### src/rtl/simon_pkg.sv
// Shared types for the Simon Says round sequencer: FSM states, colour codes
// and the one-hot button to colour-code conversion.
package simon_pkg;

    typedef enum logic [2:0] {
        ST_IDLE,
        ST_SHOW_ON,
        ST_SHOW_GAP,
        ST_INPUT,
        ST_FAIL,
        ST_WIN
    } round_state_t;

    typedef logic [1:0] colour_t;

    localparam int MAX_ROUND_DEFAULT = 32;

    // Multi-hot inputs map to their highest set bit; callers gate on onehot.
    function automatic colour_t onehot_to_code(input logic [3:0] oh);
        colour_t code;
        code = 2'd0;
        for (int i = 0; i < 4; i++) begin
            if (oh[i]) begin
                code = colour_t'(i);
            end
        end
        return code;
    endfunction

endpackage

### src/rtl/press_detect.sv
// Button edge detector: press pulses in the cycle buttons leave the all-released
// state; onehot/code describe the buttons sampled in that same cycle.
module press_detect
    import simon_pkg::*;
(
    input  logic       clk_i,
    input  logic       rst_i,
    input  logic [3:0] btn_i,
    output logic       press_o,
    output logic       onehot_o,
    output colour_t    code_o
);

    logic [3:0] prev_q;

    always_ff @(posedge clk_i) begin
        if (rst_i) begin
            prev_q <= 4'b0000;
        end else begin
            prev_q <= btn_i;
        end
    end

    assign press_o  = (btn_i != 4'b0000) && (prev_q == 4'b0000);
    assign onehot_o = (btn_i != 4'b0000) && ((btn_i & (btn_i - 4'd1)) == 4'b0000);
    assign code_o   = onehot_to_code(btn_i);

endmodule

### src/rtl/simon_round_ctrl.sv
// Simon Says round sequencer: plays back the pattern for the current round,
// then checks the player's presses; all outputs are registered state.
module simon_round_ctrl
    import simon_pkg::*;
#(
    parameter int FLASH_TICKS   = 4,
    parameter int GAP_TICKS     = 2,
    parameter int TIMEOUT_TICKS = 64,
    parameter int MAX_ROUND     = MAX_ROUND_DEFAULT
) (
    input  logic             flash_clk,
    input  logic             reset,
    input  logic             start,
    input  logic [31:0][2:0] segment,
    input  logic [3:0]       player_input,
    output logic [4:0]       check_round,
    output logic [4:0]       disp_idx,
    output logic             disp_on,
    output logic             expect_input,
    output logic             game_over,
    output logic             win,
    output logic [5:0]       score
);

    localparam int TMAX = (TIMEOUT_TICKS > FLASH_TICKS)
                        ? ((TIMEOUT_TICKS > GAP_TICKS) ? TIMEOUT_TICKS : GAP_TICKS)
                        : ((FLASH_TICKS > GAP_TICKS) ? FLASH_TICKS : GAP_TICKS);
    localparam int TW = $clog2(TMAX) + 1;

    round_state_t state_q, state_d;
    logic [TW-1:0] timer_q, timer_d;
    logic [4:0]    round_q, round_d;
    logic [4:0]    idx_q, idx_d;
    logic [5:0]    score_q, score_d;

    logic    press;
    logic    onehot;
    colour_t code;
    logic    match;
    logic    unused_seg_bits;

    press_detect u_press (
        .clk_i    (flash_clk),
        .rst_i    (reset),
        .btn_i    (player_input),
        .press_o  (press),
        .onehot_o (onehot),
        .code_o   (code)
    );

    assign match = onehot && (code == segment[idx_q][1:0]);

    // Only the low two bits of each pattern entry carry a colour.
    always_comb begin
        unused_seg_bits = 1'b0;
        for (int i = 0; i < 32; i++) begin
            unused_seg_bits = unused_seg_bits ^ segment[i][2];
        end
    end

    always_comb begin
        state_d = state_q;
        timer_d = timer_q + 1'b1;
        round_d = round_q;
        idx_d   = idx_q;
        score_d = score_q;
        case (state_q)
            ST_IDLE, ST_FAIL, ST_WIN: begin
                timer_d = timer_q;
                if (start) begin
                    state_d = ST_SHOW_ON;
                    timer_d = '0;
                    round_d = 5'd0;
                    idx_d   = 5'd0;
                    score_d = 6'd0;
                end
            end
            ST_SHOW_ON: begin
                if (timer_q == TW'(FLASH_TICKS - 1)) begin
                    state_d = ST_SHOW_GAP;
                    timer_d = '0;
                end
            end
            ST_SHOW_GAP: begin
                if (timer_q == TW'(GAP_TICKS - 1)) begin
                    timer_d = '0;
                    if (idx_q < round_q) begin
                        state_d = ST_SHOW_ON;
                        idx_d   = idx_q + 5'd1;
                    end else begin
                        state_d = ST_INPUT;
                        idx_d   = 5'd0;
                    end
                end
            end
            ST_INPUT: begin
                // A press in the timeout cycle is judged, not timed out.
                if (press) begin
                    timer_d = '0;
                    if (!match) begin
                        state_d = ST_FAIL;
                    end else if (idx_q < round_q) begin
                        idx_d = idx_q + 5'd1;
                    end else begin
                        if (score_q < 6'(MAX_ROUND)) begin
                            score_d = score_q + 6'd1;
                        end
                        if (round_q == 5'(MAX_ROUND - 1)) begin
                            state_d = ST_WIN;
                        end else begin
                            state_d = ST_SHOW_ON;
                            round_d = round_q + 5'd1;
                            idx_d   = 5'd0;
                        end
                    end
                end else if (timer_q == TW'(TIMEOUT_TICKS - 1)) begin
                    state_d = ST_FAIL;
                    timer_d = '0;
                end
            end
            default: begin
                state_d = ST_IDLE;
                timer_d = '0;
            end
        endcase
    end

    always_ff @(posedge flash_clk) begin
        if (reset) begin
            state_q <= ST_IDLE;
            timer_q <= '0;
            round_q <= 5'd0;
            idx_q   <= 5'd0;
            score_q <= 6'd0;
        end else begin
            state_q <= state_d;
            timer_q <= timer_d;
            round_q <= round_d;
            idx_q   <= idx_d;
            score_q <= score_d;
        end
    end

    assign check_round  = round_q;
    assign disp_idx     = idx_q;
    assign disp_on      = (state_q == ST_SHOW_ON);
    assign expect_input = (state_q == ST_INPUT);
    assign game_over    = (state_q == ST_FAIL);
    assign win          = (state_q == ST_WIN);
    assign score        = score_q;

endmodule

### config.mk
export PLATFORM = sky130hd
export DESIGN_NAME = simon_round_ctrl
export DESIGN_NICKNAME = d
export VERILOG_FILES = /design/src/rtl/simon_pkg.sv /design/src/rtl/press_detect.sv /design/src/rtl/simon_round_ctrl.sv
export SDC_FILE = /design/constraint.sdc
export NUM_CORES = 1
export LEC_CHECK = 0
export CORE_ASPECT_RATIO = 1.5
export CORE_MARGIN = 2
export CORE_UTILIZATION = 37
export CTS_CLUSTER_DIAMETER = 100
export DETAILED_ROUTE_END_ITERATION = 7
export PLACE_DENSITY = 0.76
export SKIP_CTS_REPAIR_TIMING = 1
export SYNTH_ARGS = -nofsm -noshare
export SYNTH_HDL_FRONTEND = slang
export SYNTH_SLANG_ARGS = --single-unit
### constraint.sdc
create_clock -name flash_clk -period 2.5 [get_ports flash_clk]
set_input_delay 0.25 -clock flash_clk [delete_from_list [all_inputs] [get_ports flash_clk]]
set_output_delay 0.25 -clock flash_clk [all_outputs]
set_load 0.02 [all_outputs]
# Word level (Yosys, flattened, before mapping)
# Cells that the tools add are included.
[op_classes]
bitwise = 1
muxes = 40
reduce_logical = 14
n_eq_ne = 21
n_lt_le_gt_ge = 3
add_sub_neg = 5
[ops]
columns = ["op", "n"]
rows = [
  ["5-bit 2-to-1 mux", 11],
  ["7-bit 2-to-1 mux", 5],
  ["6-bit 2-to-1 mux", 5],
  ["7-bit case mux with 4 select lines", 1],
  ["3-bit 2-to-1 mux", 8],
  ["6-bit AND reduction", 3],
  ["3-bit binary-select mux with 5-bit select", 1],
  ["5-bit case mux with 3 select lines", 1],
  ["3-bit case mux with 4 select lines", 1],
  ["6-bit case mux with 2 select lines", 1],
  ["5-bit by 1-bit adder with 5-bit output (second input constant)", 2],
  ["5-bit case mux with 2 select lines", 1],
  ["4-bit zero test", 2],
  ["2-bit 2-to-1 mux", 4],
  ["2-bit by 1-bit != test with 1-bit output (second input constant)", 4],
  ["2-bit != test (second input constant)", 4],
  ["7-bit by 1-bit adder with 7-bit output (second input constant)", 1],
  ["7-bit by 1-bit equality test with 1-bit output (second input constant)", 1],
  ["7-bit by 2-bit equality test with 1-bit output (second input constant)", 1],
  ["7-bit by 6-bit equality test with 1-bit output (second input constant)", 1],
  ["6-bit by 1-bit adder with 6-bit output (second input constant)", 1],
  ["3-bit by 2-bit equality test with 1-bit output (second input constant)", 2],
  ["3-bit equality test (second input constant)", 2],
  ["5-bit by 6-bit < comparator with 1-bit output (second input constant)", 1],
  ["other kinds (18)", 20],
]
[word_totals]
reg_bits = 30
wordCells = 90
output_inout_bits = 20
inputBits = 103

# Depth between registers and ports, before layout
[logic_depth]
ltp_word = 8
depth_mapped = 11
ltp_nobuf = 9

# By module
# From an unflattened synthesis, not the netlist that was laid out.
[hier_totals]
hier_cells = 245
hier_area_um2 = 2282.2
[by_module_without_submodules]
columns = ["module", "area_each_um2", "seq_area_each_um2", "n_inst", "cells_per_inst"]
rows = [
  ["simon_round_ctrl", 2110.8, 520.5, 1, 226],
  ["press_detect", 171.4, 80.1, 1, 19],
]

# Worst setup path after synthesis
# No wires, ideal clock.
[synth_timing]
kind = "register -> register"
from = "register idx_q[1] (netlist: disp_idx[1])"
to = "register idx_q[2] (netlist: disp_idx[2])"
path_stages_with_launch = 11
path_buffers = 2
setup_time_ns = 0.134
arrival_ns = 2.668
setup_slack_ns = -0.302
required_time_ns = 2.366
period_less_slack_ns = 2.802
cell_sequence = "dfxtp_1 -> buf_6 -> mux4_1 -> a22oi_2 -> and4_4 -> a41oi_1 -> a32o_2 -> or2_4 -> buf_6 -> o2111ai_1 -> a21oi_1"
[synth_via]
elab_chain_cells = 6
word_cells_on_any_way = 15
cone_classes = "add/sub: 1; order compare: 1; eq/ne: 3; mux: 8; reduce/logical: 2"
[synth_lines]
columns = ["item", "line_no", "text"]
rows = [
  ["start: declaration", "simon_round_ctrl.sv:33", "logic [4:0] idx_q, idx_d;"],
  ["start signal: assignment", "simon_round_ctrl.sv:139", "idx_q <= idx_d;"],
  ["3-bit binary-select mux with 5-bit select", "simon_round_ctrl.sv:51", "assign match = onehot && (code == segment[idx_q][1:0]);"],
  ["2-bit 2-to-1 mux (not written as such)", "simon_round_ctrl.sv:51", ""],
  ["2-bit equality test", "simon_round_ctrl.sv:51", ""],
  ["1-bit logical AND", "simon_round_ctrl.sv:51", ""],
  ["2-bit by 1-bit != test with 1-bit output (no source line)", "--", ""],
  ["6-bit AND reduction (no source line)", "--", ""],
]
# Several ways; a longest one is shown, not always the timed one. The select of a mux whose other input is x is not followed.
# A chain may end at the register's enable or synchronous reset.

# Worst setup path in the final report
[layout_timing]
from = "register idx_q[1] (netlist: disp_idx[1])"
to = "register idx_q[4] (netlist: disp_idx[4])"
# Same word-level chain as after synthesis.

==> run metrics <==
outcome=finished, violations left; failing checks=negative setup slack; max-slew violations=0; CP delay by family, top=compound AO/OA/AOI/OAI gates; fmax=between 0.3 and 0.4 GHz; Synth Area in Adders=5.00%; Post-Syn Instances=286; CTS max path bufs=2; arrival time at the worst endpoint=~2.8 ns; Hold/Removal Path Class=reg -> reg; top cell type by total area after synthesis=dfxtp_1; ANT nets after route=0; Yosys reg bits=30; Critical R2R Launch=disp_idx[1]$_SDFFE_PP0P_; TNS Setup=-2.24 ns; Die Y=105 um; syn_area_per_cell=between 8 and 9 um2; mean routed wirelength per cell=roughly 16 um; Die ar.=~7500 um2; clk sinks=30; max-cap violations=0; Post-synth EDFFs=0; syn_nets=399; switching power=around 580 uW; Worst-path clk slew=about 0.070 ns; area of placed instances=about 3600 um2; CP max stage delay=approximately 0.56 ns; Reg power frac=between 30% and 40%; root buf cell=clkbuf_8; Total GRT Usage=between 10% and 20%; Pleak=0.00137 uW; initial drt markers=170; TritonCTS Buffers=5; synth top area cells=dfxtp_1 (24%), mux4_1 (6.3%), mux4_2 (5.4%), ha_1 (5.0%), mux2i_1 (3.2%); FF-to-FF setup slack=-0.18 ns; # diodes=0; Clk Latency, worst-skew pair=roughly 0.28 ns; reg2reg path depth=8; Comb power frac=38.3%; Die X-Extent=71.2 um; Cell Rows=36; io pins=123; vias after detailed routing=2,752; min-delay src=score[4]$_SDFFE_PP0P_; share of cells above drive strength 1=between 10% and 20%; Global Route met2 Usage=approximately 37%; sequential cell area=~610 um2; WP data required=roughly 2.7 ns; asr flop ratio synth=0%; number of detailed-route iterations in the first pass=4; effective utilization at floorplan=38.4%; final hold slack=approximately 0.50 ns; Max VDD drop=about 0.22 mV; largest net degree at the start of global routing=17; met3 usage=2.70%; Final GP Congestion=0.876; vias in the first global route=~2.7k; internal power=around 1100 uW; number of remaining DRC errors=0; CP startpoint kind=register; Synth Area in Simple Gates=22.7%; Cell Area, Synth=~2500 um2; Area growth syn-to-layout=54.5%; Yosys cell types=~60; total core area=approximately 6500 um2; GR peak layer=met2; Sw Share=approximately a third; global routing met1 resource utilization=21.3%; XOR/XNOR share of the synthesized area=around 2.4%; CP cell instances=mux4_1, a22oi_1, and4_4, a41oi_2, a32o_2, or2_4, o2111ai_2, a21oi_2; fin area=roughly 3900 um2; Vias/cell=5.78; Seq/Total Area, Yosys=between 20% and 30%; CP Max Fanout=8; total power=~1700 uW; r2r endpoint=disp_idx[4]$_SDFFE_PP0P_; post-route worst setup slack=-0.180 ns; minimum clock period=between 2 and 3 ns; Final Hold Viols=0; Synth Warn #=0; WP buf/inv=0; Primary FF master, synth=dfxtp_1; global route overflow=0; Layout Skew=0.00378 ns; CTS tree=yes; fin crit share=107%; relative slew slack=between 50% and 60%; H-tree Lvls=2; Worst path slowest cell=mux4_1; pwr dens=between 400 and 500 nW/um2; first-pass GRT wire length=around 12,000 um; # fillers=about 550; Clk pwr share=between 20 and 30%; kind of critical path=reg -> reg; initial antenna violation count=0; Post-DP HPWL=a little under 6000 um; nature of the critical path endpoint=register; Hold Path End=score[4]$_SDFFE_PP0P_; worst slew pin tran=about 0.64 ns; nets=512; Hold Crit Depth=1; mux contribution to synthesized area=between 10% and 20%; Buffers on Ports=90; WL final=roughly 7500 um; Yosys top cell area share=between 20% and 30%; Compound-Gate Fraction of Synth Area=between 20% and 30%; area occupied by multi-input gates=1850 um2; main combinational cell family by area after synthesis=compound AO/OA/AOI/OAI gates; RSZ-0062 raised after global routing=true; final setup violation count=19
## per-stage QoR
step	std cells	util (%)	setup slack, ns
final	476	59.3	-0.180
after global placement	459	55.5	-0.296
after floorplan	286	-	-0.0322
after CTS	467	57.2	-0.242
after global routing	476	59.3	-0.268
after detailed placement	459	55.5	-0.380
## power groups by stage
stage	sequential, uW	clock [uW]	combinational [uW]
floorplan	553	0	395
global placement	582	0	598
detailed placement	582	0	616
CTS	571	473	621
global route	579	489	705
finish	572	466	645
## metal layers
layer,vias up,wire length (um),part of all wire [%]
met1,1288,2740,37
met2,109,4070,54
met4,0,289,3.9
met5,-,0,0
met3,24,386,5.2
li1,1331,-,-
## layout make-up
| class | count | area share [%] |
|---|---|---|
| clock buffers | 8 | 2.85 |
| inverters | 16 | 1.55 |
| multi-input cells | 226 | 47.8 |
| flip-flops and latches | 30 | 15.6 |
| well taps | 76 | 2.46 |
| repair buffers | 120 | 29.7 |
## logic make-up after synthesis
family,after synthesis
AOI/OAI and AO/OA,85
and+or+nand+nor,101
muxes,21
DFF,30
xor gates and xnor gates,7
buffers and inverters,32
adders and majority gates,10
## flip-flops by register name, summed over array words and instances, names as in the netlist
name,count
check_round,5
state_q,3
score,6
disp_idx,5
u_press.prev_q,4
timer_q,7
## how the worst max path moves through the flow
stage / start / end / slack (ns) / depth (start not counted)
after global placement: segment[30] / score[4]$_SDFFE_PP0P_ / -0.30 / 9
final: disp_idx[1]$_SDFFE_PP0P_ / disp_idx[4]$_SDFFE_PP0P_ / -0.18 / 8
after floorplan: disp_idx[1]$_SDFFE_PP0P_ / disp_idx[2]$_SDFFE_PP0P_ / -0.03 / 10
after CTS: disp_idx[1]$_SDFFE_PP0P_ / score[4]$_SDFFE_PP0P_ / -0.24 / 9
after detailed placement: segment[33] / score[4]$_SDFFE_PP0P_ / -0.38 / 9
after global routing: disp_idx[1]$_SDFFE_PP0P_ / score[3]$_SDFFE_PP0P_ / -0.27 / 9
## worst reg2reg max path: cells and delay by family, from the launching register on
| kind | cells | cell delay, ns |
|---|---|---|
| AO/OA/AOI/OAI | 5 | 0.95 |
| AND/OR/NAND/NOR | 2 | 0.62 |
| multiplexers | 1 | 0.56 |
| flip-flops | 1 | 0.43 |
## cells in the mapped netlist, types with 2 or more instances
cell / n
o21ai_2: 2
o211ai_1: 7
buf_6: 2
mux4_1: 6
nor2b_1: 8
dfxtp_1: 30
a22oi_1: 2
o2111ai_1: 2
a21o_1: 4
a21oi_1: 12
nor2_1: 18
o21bai_1: 2
ha_1: 10
inv_1: 15
xnor2_1: 3
a211oi_1: 4
nor3b_1: 7
nand2b_1: 5
clkbuf_1: 11
a22oi_2: 3
buf_2: 3
a41oi_1: 3
o32a_1: 2
and3b_1: 5
a31oi_1: 8
mux2i_1: 8
mux4_2: 6
xor2_1: 4
nor3_1: 6
nand3_1: 15
o21ai_0: 14
nand4_1: 6
nand2_1: 16
and3_1: 5
o21a_1: 2
o21ai_1: 4
or4_1: 2
## layout by cell type (no fill, tap or decap), types with 3 or more instances in the layout
| master | instances |
|---|---|
| and3b_1 | 5 |
| o21ai_0 | 11 |
| mux4_2 | 9 |
| clkdlybuf4s50_1 | 90 |
| nor2_1 | 18 |
| inv_1 | 15 |
| nor2b_1 | 8 |
| a21oi_1 | 10 |
| buf_4 | 28 |
| a41oi_2 | 4 |
| xor2_1 | 4 |
| nand4_1 | 6 |
| mux2i_1 | 8 |
| ha_1 | 10 |
| and3_1 | 5 |
| o211ai_1 | 7 |
| clkbuf_8 | 8 |
| a22oi_2 | 3 |
| a31oi_1 | 8 |
| nor3_1 | 6 |
| nor3b_1 | 7 |
| mux4_1 | 3 |
| o21ai_1 | 7 |
| nand3_1 | 15 |
| nand2_1 | 16 |
| nand2b_1 | 5 |
| a21o_1 | 4 |
| a211oi_1 | 4 |
| dfxtp_1 | 28 |
Note: power is estimated with default switching activity, not from simulation.
